--- config.mk ---
export PLATFORM = sky130hd
export DESIGN_NAME = uart_rx_fifo
export DESIGN_NICKNAME = d
export VERILOG_FILES = /design/src/rtl/uart_rx_fifo.sv
export SDC_FILE = /design/constraint.sdc
export NUM_CORES = 1
export LEC_CHECK = 0
export ABC_AREA = 0
export CAP_MARGIN = 10
export CORE_ASPECT_RATIO = 1.1
export CORE_UTILIZATION = 40
export DETAILED_ROUTE_END_ITERATION = 6
export GPL_ROUTABILITY_DRIVEN = 0
export PLACE_DENSITY = 0.65
export SLEW_MARGIN = 20
export SYNTH_ARGS = -nofsm -noshare
export SYNTH_HDL_FRONTEND = slang
export SYNTH_SLANG_ARGS = --single-unit
--- constraint.sdc ---
create_clock -name clk -period 2.6 [get_ports clk]
set_clock_uncertainty 0.1 [all_clocks]
set_input_delay 0.39 -clock clk [delete_from_list [all_inputs] [get_ports clk]]
set_output_delay 0.39 -clock clk [all_outputs]
set_load 0.005 [all_outputs]
--- src/rtl/uart_rx_fifo.sv ---
// Receive-side FWFT byte buffer behind the Uart8 receiver, with overrun flag and fill level.
// Optional framing-error counter enabled by defining UART_RX_FIFO_ERRCNT_EN.
module uart_rx_fifo #(
    parameter int DEPTH = 16,
    localparam int AW = $clog2(DEPTH)
) (
    input  logic        clk,
    input  logic        rstN,
    input  logic        rxDone,
    input  logic        rxErr,
    input  logic [7:0]  rxByte,
    input  logic        outReady,
    output logic        outValid,
    output logic [7:0]  outByte,
    output logic [AW:0] level,
    output logic        full,
    output logic        overrun,
    input  logic        clrFlags,
    output logic [7:0]  errCount
);

    localparam logic [AW:0] FULL_LEVEL = (AW + 1)'(DEPTH);

    logic [7:0]    mem [DEPTH];
    logic [AW-1:0] wp;
    logic [AW-1:0] rp;
    logic          rxDonePrev;
    logic          push;
    logic          pop;
    logic          wrEn;

    assign push     = rxDone & ~rxDonePrev;
    assign outValid = (level != '0);
    assign full     = (level == FULL_LEVEL);
    assign pop      = outValid & outReady;
    // At full, a same-cycle pop frees the slot the write lands in (wp == rp).
    assign wrEn     = push & (~full | pop);
    assign outByte  = mem[rp];

    // NOTE: sequential state uses non-blocking assignments so every register samples pre-edge values.
    always_ff @(posedge clk or negedge rstN) begin
        if (!rstN) begin
            rxDonePrev <= 1'b1;
            wp         <= '0;
            rp         <= '0;
            level      <= '0;
            overrun    <= 1'b0;
            // NOTE: the memory is reset because outByte must read 0 after reset, not X.
            for (int i = 0; i < DEPTH; i++) begin
                mem[i] <= 8'h00;
            end
        end else begin
            rxDonePrev <= rxDone;
            if (wrEn) begin
                mem[wp] <= rxByte;
                wp      <= wp + 1'b1;
            end
            if (pop) begin
                rp <= rp + 1'b1;
            end
            if (wrEn && !pop) begin
                level <= level + 1'b1;
            end else if (pop && !wrEn) begin
                level <= level - 1'b1;
            end
            if (clrFlags) begin
                overrun <= 1'b0;
            end else if (push && full && !pop) begin
                overrun <= 1'b1;
            end
        end
    end

`ifdef UART_RX_FIFO_ERRCNT_EN
    logic rxErrPrev;
    logic errEvt;

    assign errEvt = rxErr & ~rxErrPrev;

    always_ff @(posedge clk or negedge rstN) begin
        if (!rstN) begin
            rxErrPrev <= 1'b1;
            errCount  <= 8'h00;
        end else begin
            rxErrPrev <= rxErr;
            if (clrFlags) begin
                errCount <= 8'h00;
            end else if (errEvt && errCount != 8'hFF) begin
                errCount <= errCount + 8'h01;
            end
        end
    end
`else
    logic unusedRxErr;

    assign unusedRxErr = rxErr;
    assign errCount    = 8'h00;
`endif

endmodule
# Yosys cells after proc, flatten, opt, wreduce, memory -nomap -nowiden

Index checks and enable logic that the tools add are counted.
W data, S select, Z words.

Flip-flop bits (word level): 143
Input port bits: 14
Word-level logic and storage cells: 57

Add/subtract/negate cells: 4
$lt $le $gt $ge: 3
Eq/ne operators: 1
Multiplexer cells: 10
Bitwise logic cells: 8
Reductions and logical operators: 10

Operators by type and width:

| cell                  | count |
|---|---|
| $bwmux W128           | 1 |
| $bmux W8 S4           | 1 |
| $demux W8 S4          | 1 |
| $mux W8               | 3 |
| $ge A5 B5 Y1 const B  | 2 |
| $mux W5               | 2 |
| $not A4 Y5            | 2 |
| $add A4 B1 Y4 const B | 2 |
| $add A5 B1 Y5 const B | 1 |
| $eq A5 B5 Y1 const B  | 1 |
| $logic_and A1 B1 Y1   | 5 |
| $lt A5 B1 Y1 const B  | 1 |
| $reduce_bool A5 Y1    | 1 |
| $sub A5 B1 Y5 const B | 1 |
| $reduce_bool A2 Y1    | 2 |
| $and A1 B1 Y1         | 3 |
| $logic_not A1 Y1      | 2 |
| $mux W1               | 2 |
| $not A1 Y1            | 2 |
| $or A1 B1 Y1          | 1 |

# Longest topological paths before layout

Gate-level depths: netlist of the first run.

Depth after elaboration: 8
Depth in mapped cells: 11

# Worst setup path before layout of the first run

No wires, ideal clock.

Kind: register to register
Start point: register level[0]
End point: register level[4]
Library setup time: 136 ps
Arrival: 2574 ps
Setup slack: -210 ps
Stages on the path, launching flop included: 11
Clock period less this slack: 2810 ps
Cell sequence: dfrtp_1 -> nor4_4 -> nand3b_2 -> buf_6 -> and2_4 -> ha_1 -> inv_1 -> ha_1 -> a21o_1 -> a2111oi_0 -> o31ai_1

Word-level cells in the longest chain between the ends: 7
Elaborated cells on any way between the ends: 15
Classes of those cells: add/sub: 2; eq/ne: 1; mux: 2; bitwise: 4; reduce/logical: 6

Ends and longest elaborated chain:

| what                                                      | RTL line | source |
|---|---|---|
| from (decl)                                               | 15       | `output logic [AW:0] level,` |
| from (signal assigned)                                    | 62       | `level <= level + 1'b1;` |
| from (signal assigned)                                    | 64       | `level <= level - 1'b1;` |
| $reduce_bool A5 Y1 / $eq A5 B5 Y1 (equally long branches) | 33, 34   |  |
| $and A1 B1 Y1 / $not A1 Y1 (equally long branches)        | 35, 37   |  |
| $or A1 B1 Y1 (*)                                          | 37       | `assign wrEn = push & (~full \| pop);` |
| $and A1 B1 Y1 (*)                                         | 37       |  |
| net wrEn                                                  | 30       | `logic wrEn;` |
| $logic_not A1 Y1                                          | 63       | `end else if (pop && !wrEn) begin` |
| $logic_and A1 B1 Y1                                       | 63       |  |
| $reduce_bool A2 Y1 (no line)                              | n/a      |  |

Mark *: on every way through the listed nets, which the timed path passes. The rest lies on a longest branch. The select of a mux whose other input is x is not followed.
A chain may end at the register's enable or synchronous reset.

# Final worst setup path of the first run

Start point: register rp[0]
End point: output port outByte[1]

Word-level cells in the longest chain between the ends: 4

Ends and longest elaborated chain:

| what                                       | RTL line | source |
|---|---|---|
| from (decl)                                | 26       | `logic [AW-1:0] rp;` |
| from (signal assigned)                     | 59       | `rp <= rp + 1'b1;` |
| $not A4 Y5 (not written as such)           | 38       | `assign outByte = mem[rp];` |
| $bmux W8 S4                                | 38       |  |
| $mux W8 (not written as such) (2 in a row) | 38       |  |
| to (decl)                                  | 14       | `output logic [7:0] outByte,` |

No other way between the ends. The select of a mux whose other input is x is not followed.

==> key figures, run 1 <==
STA
  – Hold Vio Cnt, Final: 0
  – Fin. max-slew vios: 0
  – Least-Margin Pin Slew: 0.6106 ns
  – TNS Setup: 0 ns
  – Unrepaired setup endpoints after global routing: yes
  – Final period util: 99.99%
  – Tmin final: 2.600 ns
  – Setup-failing EPs final: 0
  – Fmax: 0.3846 GHz
  – PnR worst setup slack: 0.0002047 ns
  – Worst hold slack: 0.3583 ns
  – Slew margin rel.: 59.11%

Global route
  – Initial antenna violation count: 0
  – Vias in the first global route: about 4,300
  – Total gr overflow: 0
  – Largest net degree at the start of global routing: 65
  – First-pass GRT wire length: 22,760 um
  – GRT Util Overall: 17.33%

Floorplanning
  – Core area: 16,490 sq um
  – Vert. Die Dim: 138.6 um
  – Row cnt: 49
  – Die W: 126.2 um
  – Io pins: 38
  – Starting Density: 41.16%
  – Die ar.: approximately 17,000 sq um

Drt
  – DR WL/cell: 19.72 um
  – Initial DRT Pass Iterations: 4
  – Wire length reported by the detailed router: 14,200 um
  – Initial drt markers: between 150 and 200
  – Post-DRT Antenna Nets: 0
  – Via density: 5.421
  – Vias: approximately 4,000
  – Remaining DRCs: 0

Place
  – Setup WS pre-CTS: -0.1460 ns
  – Placed inst area: 7458 sq um
  – DP HPWL: 9299 um
  – Port buffer count: 28
  – Placed Cells incl. Taps: just under 700

Setup path
  – Critical Path RT: ~2.1 ns
  – CP arrival: 2.11 ns
  – Crit Reg-Reg Startpoint: level[1]
  – Worst Setup SP: rp[0]
  – Worst Setup End Kind: output port
  – Max Fanout on Critical Path: 6
  – Crit path launch type: flip-flop
  – Worst setup path class: reg2out

Logic synthesis
  – Synth Register Bits: 143
  – Post-synthesis mux area share: 32.55%
  – Share of synthesized registers carrying an async set or reset: 100.0%
  – Largest family of logic cells by synthesized area: multiplexers
  – Synth Flop Type: dfrtp_1
  – Seq/Total Area, Yosys: 52.74%
  – Post-Syn Instances: 443
  – Mapped Area: 6788 sq um
  – Synth Area in Adders: slightly below 2%
  – Synth cell types: 42
  – Post-Syn Area per Cell: 15.32 sq um
  – Post-synth EDFFs: 0
  – Post-synthesis compound-gate area fraction: under 10%
  – Post-Synth XOR/XNOR Area: 1.161%
  – Area fraction in and, or, nand and nor cells after synthesis: about 5.9%
  – Yosys warning total: 0

Min path
  – Hold WC Path Type: in2async

Layout
  – Final instance area: ~8300 sq um
  – Diode count: 0
  – Fin nets: 527
  – P&R area growth vs syn: 22.12%
  – Most common cell after layout, fill and taps aside: dfrtp_1
  – Post-route insts no fill: 720
  – Final core occ: 50.26%
  – Layout cell share with drive strength beyond 1: 54.65%
  – Commonest non-fill, non-tap cells in the layout: dfrtp_1 (139), mux2_2 (123), mux4_2 (32)

Power and ir drop
  – Total power: between 10 and 15 mW
  – Leakage: 3.709 nW
  – PD cells: 1264 nW/um^2
  – Peak supply drop: 0.5306 mV

Run
  – Max-Cap Viols: 0

Clock network
  – Clock transition at the registers of the reported paths: 0.06 ns
  – Clk root buf: clkbuf_16
  – Clk Latency, worst-skew pair: 0.42 ns
  – Clock net sink count: 143
  – Num CTS Buffers: 17
  – Clock Path Buffers: 2
  – H-tree depth: 4
  – CTS tree: done

Run status
  – Status: complete, no violations
==> synth_stat cells (2+ instances only) <==
library cell    n  area share [%]
dfrtp_1       142              52
mux2_2        123              20
mux4_2         32              11
a22oi_1        16             1.8
nand3_2        16             2.4
nand2_1        15            0.83
clkbuf_1       14            0.77
ha_1            9             1.7
buf_4           8            0.88
mux2_1          7             1.2
xnor2_1         7            0.90
buf_2           6            0.44
inv_1           5            0.28
nor2b_1         3            0.28
nor3_1          3            0.22
o21ai_0         3            0.22
a21o_1          2            0.22
a21oi_1         2            0.15
and2_1          2            0.18
buf_1           2            0.11
buf_6           2            0.33
nor2_1          2            0.11
nor3b_4         2            0.55
xor2_1          2            0.26
==> registers in the layout, indices dropped and copies added, names as in the netlist <==
signal / flops
overrun: 1
mem: 128
level: 5
wp: 4
rxDonePrev: 1
rp: 4
==> critical path, stage by stage, from the launching register on <==
cell	delay, ns
dfrtp_2	0.44
buf_12	0.15
buf_4	0.11
mux4_2	0.50
a22oi_2	0.24
nand2_1	0.12
clkbuf_2	0.13
==> cells by family after synthesis <==
| group | count (synthesis) |
|---|---|
| fa+ha+maj | 10 |
| mux | 164 |
| xor+xnor | 9 |
| compound gates | 27 |
| other cells | 1 |
| buf+inv | 37 |
| simple gates | 52 |
| flops | 143 |
==> metal layers <==
layer	GRT usage, %	vias to the layer above	routed length [um]
li1	-	1759	-
met1	21.70	2073	6171
met2	29.60	50	7474
met3	3.434	21	294
met4	6.595	0	258
met5	0	-	0
==> where the power goes <==
group	switching [mW]	total [mW]	leakage, nW	internal, mW
clock network	0.936	2.58	0.298	1.64
registers	0.582	3.82	1.83	3.24
logic	1.67	4.08	1.58	2.41
==> worst paths after layout <==
check | endpoint | slack [ns] | cells after the start
setup / recovery | outByte[1] | 0.0002 | 6
hold / removal | level[4] | 0.36 | 2
setup reg to reg | level[4] | 0.08 | 9
hold reg to reg | mem[8] | 0.40 | 1
max in group asynchronous | mem[46] | 1.34 | 3
min in group clk | mem[8] | 0.40 | 1
==> what timing repair did <==
| item | CTS | global route |
|---|---|---|
| hold buffers | 1 | 0 |
| gates resized for setup | 43 | 15 |
| cloned | 1 | 0 |
| setup endpoints to repair | 8 | 10 |
| buffers inserted | 9 | 6 |
| pin swaps | 7 | 17 |
| hold endpoints to repair | 43 | 0 |
==> layout make-up <==
type / count / area (sq um)
clock buffers: 20 / 446.7
clock inverters: 12 / 182.7
fillers: 1380 / 8203
inverters: 5 / 21.27
multi-input cells: 270 / 3181
flip-flops and latches: 143 / 3583
well taps: 204 / 255.2
repair buffers: 66 / 619.3
(Power assumes the default switching activity.)
==> run 2: changes to the inputs <==
--- a/config.mk
+++ b/config.mk
@@ -8,3 +8,3 @@
 export ABC_AREA = 0
-export CAP_MARGIN = 10
+export CAP_MARGIN = 25
 export CORE_ASPECT_RATIO = 1.1
==> constraint.sdc (replaced) <==
create_clock -name clk -period 2.6 [get_ports clk]
set_clock_uncertainty 0.1 [all_clocks]
set_input_delay 0.52 -clock clk [delete_from_list [all_inputs] [get_ports clk]]
set_output_delay 0.52 -clock clk [all_outputs]
set_load 0.005 [all_outputs]
==> key figures, run 2 (synthesized netlist as in run 1, its figures left out) <==
Clock network
  – Clock net sink count: 143 (unchanged)
  – Clk root buf: clkbuf_16
  – Clk Latency, worst-skew pair: 0.42 ns (about the same)
  – CTS tree: done
  – H-tree depth: 4 (unchanged)
  – Clock transition at the registers of the reported paths: 0.06 ns (about the same)
  – Clock Path Buffers: 2 (unchanged)
  – Num CTS Buffers: 17 (unchanged)
  – # hold bufs at CTS: 0 (-1)

Drt
  – Via density: 5.379 (-0.77%)
  – Vias: 3,846 (-1.5%)
  – Wire length reported by the detailed router: 14,220 um (+0.14%)
  – Post-DRT Antenna Nets: 0 (unchanged)
  – Remaining DRCs: 0 (unchanged)
  – DR WL/cell: 19.88 um (+0.84%)
  – Initial DRT Pass Iterations: 4 (unchanged)
  – Initial drt markers: 230 (+35%)

Layout
  – Max FFs per register: 128 (unchanged)
  – Diode count: 0 (unchanged)
  – Largest regs: mem x128, level x5
  – Fill cell count: 1,329 (-3.7%)
  – Most common cell after layout, fill and taps aside: dfrtp_1
  – Commonest non-fill, non-tap cells in the layout: dfrtp_1 (139), mux2_2 (123), mux4_2 (32)
  – P&R area growth vs syn: 22.86%
  – Largest register by flop count: mem
  – Final core occ: 50.57% (+0.30 points)
  – Fin nets: 522 (-0.95%)
  – Layout cell share with drive strength beyond 1: 54.60% (about the same)
  – Post-route insts no fill: 715 (-0.69%)

Power and ir drop
  – PD cells: 1289 nW/um^2 (+2.0%)
  – Peak supply drop: 0.5519 mV (+4.0%)
  – Leakage: 3.731 nW (+0.60%)

Place
  – DP HPWL: 9291 um (about the same)
  – Port buffer count: 28 (unchanged)
  – Placed Cells incl. Taps: 674 (unchanged)

Global route
  – GRT Util Overall: 17.43% (+0.097 points)
  – Total gr overflow: 0 (unchanged)
  – Vias in the first global route: 4,302 (+0.99%)
  – Largest net degree at the start of global routing: 62 (-4.6%)
  – First-pass GRT wire length: 23,310 um (+2.4%)
  – Initial antenna violation count: 0 (unchanged)

Setup path
  – Crit Reg-Reg Startpoint: level[1]
  – Cell count of the worst reg-to-reg path: 12 (+3)
  – Worst Setup End Kind: output port
  – Worst setup path class: reg2out
  – Cell family with most CP delay: multiplexers
  – CP max stage cell: mux4_2
  – CP arrival: 2.08 ns (-0.03 ns)
  – Critical Path RT: 1.98 ns (-0.13 ns)
  – Instance count on the critical path: 6 (unchanged)
  – CP cell instances: buf_6 > buf_12 > mux4_2 > a22oi_2 > nand2_2 > buf_2
  – WP buf/inv: 3 (unchanged)
  – Crit path launch type: flip-flop
  – Critical R2R Capture: level[4]
  – Flop2flop setup slack: 0.09 ns (about the same)
  – CP peak stage delay: 0.51 ns (about the same)
  – Max Fanout on Critical Path: 5 (-1)

STA
  – Setup-failing EPs final: 8 (+8)
  – Least-Margin Pin Slew: 0.5785 ns (-0.03212 ns)
  – Hold Vio Cnt, Final: 19 (+19)
  – Fmax: 0.3706 GHz (-3.7%)
  – Tmin final: 2.698 ns (+0.09850 ns)
  – Worst hold slack: -0.02166 ns (-0.3800 ns)
  – Unrepaired setup endpoints after global routing: yes
  – PnR worst setup slack: -0.09829 ns (-0.09850 ns)
  – Final period util: 103.8% (+3.8 points)
  – Fin. max-slew vios: 0 (unchanged)
  – Slew margin rel.: 61.31% (+2.2 points)

Floorplanning
  – Die W: 126.2 um (unchanged)
  – Die ar.: 17,500 sq um (unchanged)
  – Io pins: 38 (unchanged)
  – Core area: 16,490 sq um (unchanged)
  – Vert. Die Dim: 138.6 um (unchanged)
  – Starting Density: 41.16% (unchanged)
  – Row cnt: 49 (unchanged)

Run
  – Max-Cap Viols: 0 (unchanged)

Run status
  – Status: finished with violations
  – Failing checks: negative hold slack, negative setup slack

Min path
  – Hold WC Path Type: in2async
## run 2: how the worst max path moves through the flow
stage,start,to,slack [ns]
4_1_cts,rp[0],outByte[2],-0.1
2_1_floorplan,level[2],level[4],0.01
6_report,rp[0],outByte[0],-0.1
5_1_grt,rp[0],outByte[0],-0.17
3_5_place_dp,rxDone,level[4],-0.27
3_3_place_gp,rxDone,level[4],-0.25
## run 2: layer usage
metal,vias up,routed length [um],part of all wire [%],track usage (%)
met5,-,0,0,0
met1,2016,6093,43,21.55
met4,0,438,3.1,8.497
li1,1738,-,-,-
met2,64,7398,52,29.37
met3,28,287,2.0,3.241
## run 2: report_power, final
part | total [mW] | internal (mW) | switching, mW
combinational | 4.14 | 2.43 | 1.70
sequential | 3.82 | 3.24 | 0.585
clock | 2.79 | 1.82 | 0.971
## run 2: per-stage QoR
step	total power, mW	TNS (ns)	instance area (sq um)	setup slack (ns)	hold WS [ns]
floorplan	6.306	0	6863	0.01353	0.1244
global placement	7.459	-0.3934	7458	-0.2462	0.3681
detailed placement	7.661	-0.4689	7458	-0.2734	0.3791
CTS	10.76	-0.6034	8307	-0.09825	0.0004445
global route	11.34	-1.078	8339	-0.1673	0.02266
finish	10.75	-0.5141	8339	-0.09829	-0.02166
## run 2: final cells by class
cell class                 instances  area (sq um)  share of cell area (%)
multi-input combinational        270          3178                   38.11
tap                              204         255.2                   3.061
clock buffer                      17         425.4                   5.101
clock inverter                    15         256.5                   3.076
timing repair buffer              61         619.3                   7.427
sequential                       143          3583                   42.97
inverter                           5         21.27                  0.2551
## run 2: worst register-to-register path, stage by stage (launching register included)
cell	delay, ns
dfrtp_2	0.42
nor4_4	0.26
buf_4	0.18
nand3b_4	0.07
and2_4	0.15
ha_4	0.16
inv_4	0.05
buf_4	0.14
ha_4	0.20
a21o_1	0.23
a21oi_2	0.16
mux2i_1	0.18
o31ai_1	0.08
## run 2: repair_timing
item	4_1_cts	5_1_grt
pin swaps	12	12
gates cloned	3	1
resized for setup	54	3
buffers inserted	7	1
hold endpoints to repair	0	0
endpoints found under the setup margin	8	10
==> RTL edit, RTL diff (settings of run 2) <==
Put one more register stage on the output `level`, cleared by the reset. The value now appears one clock later. The other outputs are not delayed to match.
--- a/src/rtl/uart_rx_fifo.sv
+++ b/src/rtl/uart_rx_fifo.sv
@@ -23,2 +23,4 @@
 
+    logic [AW:0] level_s0;
+
     logic [7:0]    mem [DEPTH];
@@ -32,4 +34,4 @@
     assign push     = rxDone & ~rxDonePrev;
-    assign outValid = (level != '0);
-    assign full     = (level == FULL_LEVEL);
+    assign outValid = (level_s0 != '0);
+    assign full     = (level_s0 == FULL_LEVEL);
     assign pop      = outValid & outReady;
@@ -45,3 +47,3 @@
             rp         <= '0;
-            level      <= '0;
+            level_s0   <= '0;
             overrun    <= 1'b0;
@@ -61,5 +63,5 @@
             if (wrEn && !pop) begin
-                level <= level + 1'b1;
+                level_s0 <= level_s0 + 1'b1;
             end else if (pop && !wrEn) begin
-                level <= level - 1'b1;
+                level_s0 <= level_s0 - 1'b1;
             end
@@ -99,2 +101,10 @@
 
+    always_ff @(posedge clk or negedge rstN) begin
+        if (!rstN) begin
+            level <= '0;
+        end else begin
+            level <= level_s0;
+        end
+    end
+
 endmodule
Formal check against the unedited RTL: not equivalent (Yosys sat finds a counterexample within 4 cycles, from zero or initial values and one cycle with rstN low).
==> RTL edit against run 2 <==
- the flow finishes with violations (setup timing)
- largest cell class is now multi-input combinational cells
- count of clock-buffer cells in the layout up 5
- register-to-register slack worse by 310 ps
- sequential cell count up 5
- power up 0.75%
- worst hold slack better by 430 ps
- critical path type is now register to register
- synthesized area up 10%
- critical endpoint is now level_s0[4]
- final area up 9.0%
- synthesized cell count up 2.3%
- setup slack worse by 120 ps
- routed wire length up 12%
==> RTL edit: results (changes against run 2) <==
- Area post-placement: 0.00832 mm² (was 0.00746 mm²)
- Post-Synth Adder-Cell Area: 1.77% (was 1.95%)
- DPL Wire Length: 10400 µm (was 9290 µm)
- RR Endpoint: level_s0[4] (was level[4])
- First-pass GRT wire length: 26500 µm (was 23300 µm)
- Sequential power: 3.92 mW (was 3.82 mW)
- Crit Path Class: register to register (was register to output pin)
- Area contributors post-synth: dfrtp_1 (49%), mux2_4 (26%), mux4_2 (9.6%) (was dfrtp_1 (52%), mux2_2 (20%), mux4_2 (11%))
- Worst-case reg-to-reg path depth: 11 (was 12)
- Final nets: 546 (was 522)
- WP data arrival: 3020 ps (was 2080 ps)
- Yosys cell types: 40 (was 42)
- Top Registers: mem: 128 flops, level: 5 flops, level_s0: 5 flops (was mem: 128 flops, level: 5 flops)
- Peak supply drop: 0.000552 V (about the same)
- Mux contribution to synthesized area: 35.9% (was 32.6%)
- Pin count of the biggest net entering global routing: 57 (was 62)
- Initial drt markers: 188 (was 230)
- Reg-to-reg startpoint: level_s0[0] (was level[1])
- Status: finished, violations left (unchanged)
- Vias in the first global route: 4584 (was 4302)
- Initial antenna violation count: 1 (was 0)
- Hold Slack: 405 ps (was -21.7 ps)
- Post-synthesis sequential area ratio: 49.5% (was 52.7%)
- Crit path max fanout: 4 (was 5)
- Final setup TNS: -1050 ps (was -514 ps)
- Setup WS post-layout: -223 ps (was -98.3 ps)
- Int Pwr: 7.43 mW (was 7.49 mW)
- Failing checks: setup timing (was hold timing, setup timing)
- Max-Slew Margin vs Limit: 33.9% (was 61.3%)
- GR Util All Layers: 18.1% (was 17.4%)
- Leak: 3.96 nW (was 3.73 nW)
- Synth Area in Compound Gates: 2.52% (was 2.86%)
- Post-DR vias/cell: 5.16 (was 5.38)
- Pre-CTS WS: -378 ps (was -273 ps)
- Worst hold path type: register to register (was primary input to async pin)
- Detailed-router iteration count before antenna repair: 6 (was 4)
- Setup violators final: 10 (was 8)
[RTL edit: cell count changes after synthesis, sizes merged, moves of 2 or more]
cell    change
nand3      -16
nand2       +3
nand2b      +2
xor2        +2
xnor2       -2
nor3       +12
buf         +3
dfrtp       +5
nor4        +4
[RTL edit: metrics by stage]
step	power (mW)	util, %	std cells
final	10.8	49.5	777
after global routing	11.4	49.5	777
after CTS	10.9	49.4	777
after detailed placement	8.38	45.4	734
after global placement	8.21	45.4	734
after floorplan	6.89	-	460
[RTL edit: critical path: stages (launching register included)]
cell and delay [ps]:
dfrtp_1 390, or4_4 560, nor3b_4 260, nor2b_4 70, ha_4 170, inv_4 60, buf_6 110, ha_4 190
a21o_1 190, a21oi_2 180, mux2i_2 290, o31ai_2 120
[RTL edit: metal layers]
| layer | routed length, µm | share of wire (%) | track usage [%] |
|---|---|---|---|
| met5 | 0 | 0 | 0 |
| met4 | 241 | 1.5 | 5.23 |
| met3 | 395 | 2.5 | 3.66 |
| met2 | 8120 | 51 | 30.3 |
| met1 | 7180 | 45 | 23.8 |
[RTL edit: what timing repair did]
action                                  CTS  global route
endpoints found under the setup margin   11            11
endpoints found under the hold margin    13             0
setup buffers                            10             1
gates cloned                              2             0
gates resized for setup                  60             8
hold buffers                              1             0
pin swaps                                30            14
[RTL edit: layout make-up]
cell class,instances,area [µm²]
Fill cell,1531,9260
Multi-Input combinational cell,273,3770
Sequential cell,148,3710
Timing Repair Buffer,78,776
Clock buffer,22,454
Tap cell,243,304
Clock inverter,9,58.8
Inverter,4,17.5
[RTL edit: cell families after synthesis]
family,count (synthesis)
flip-flops,148
AND/OR/NAND/NOR,55
buffers and inverters,39
AO/OA/AOI/OAI,27
other,1
multiplexers,164
adder cells (fa/ha/maj),10
XOR/XNOR,9
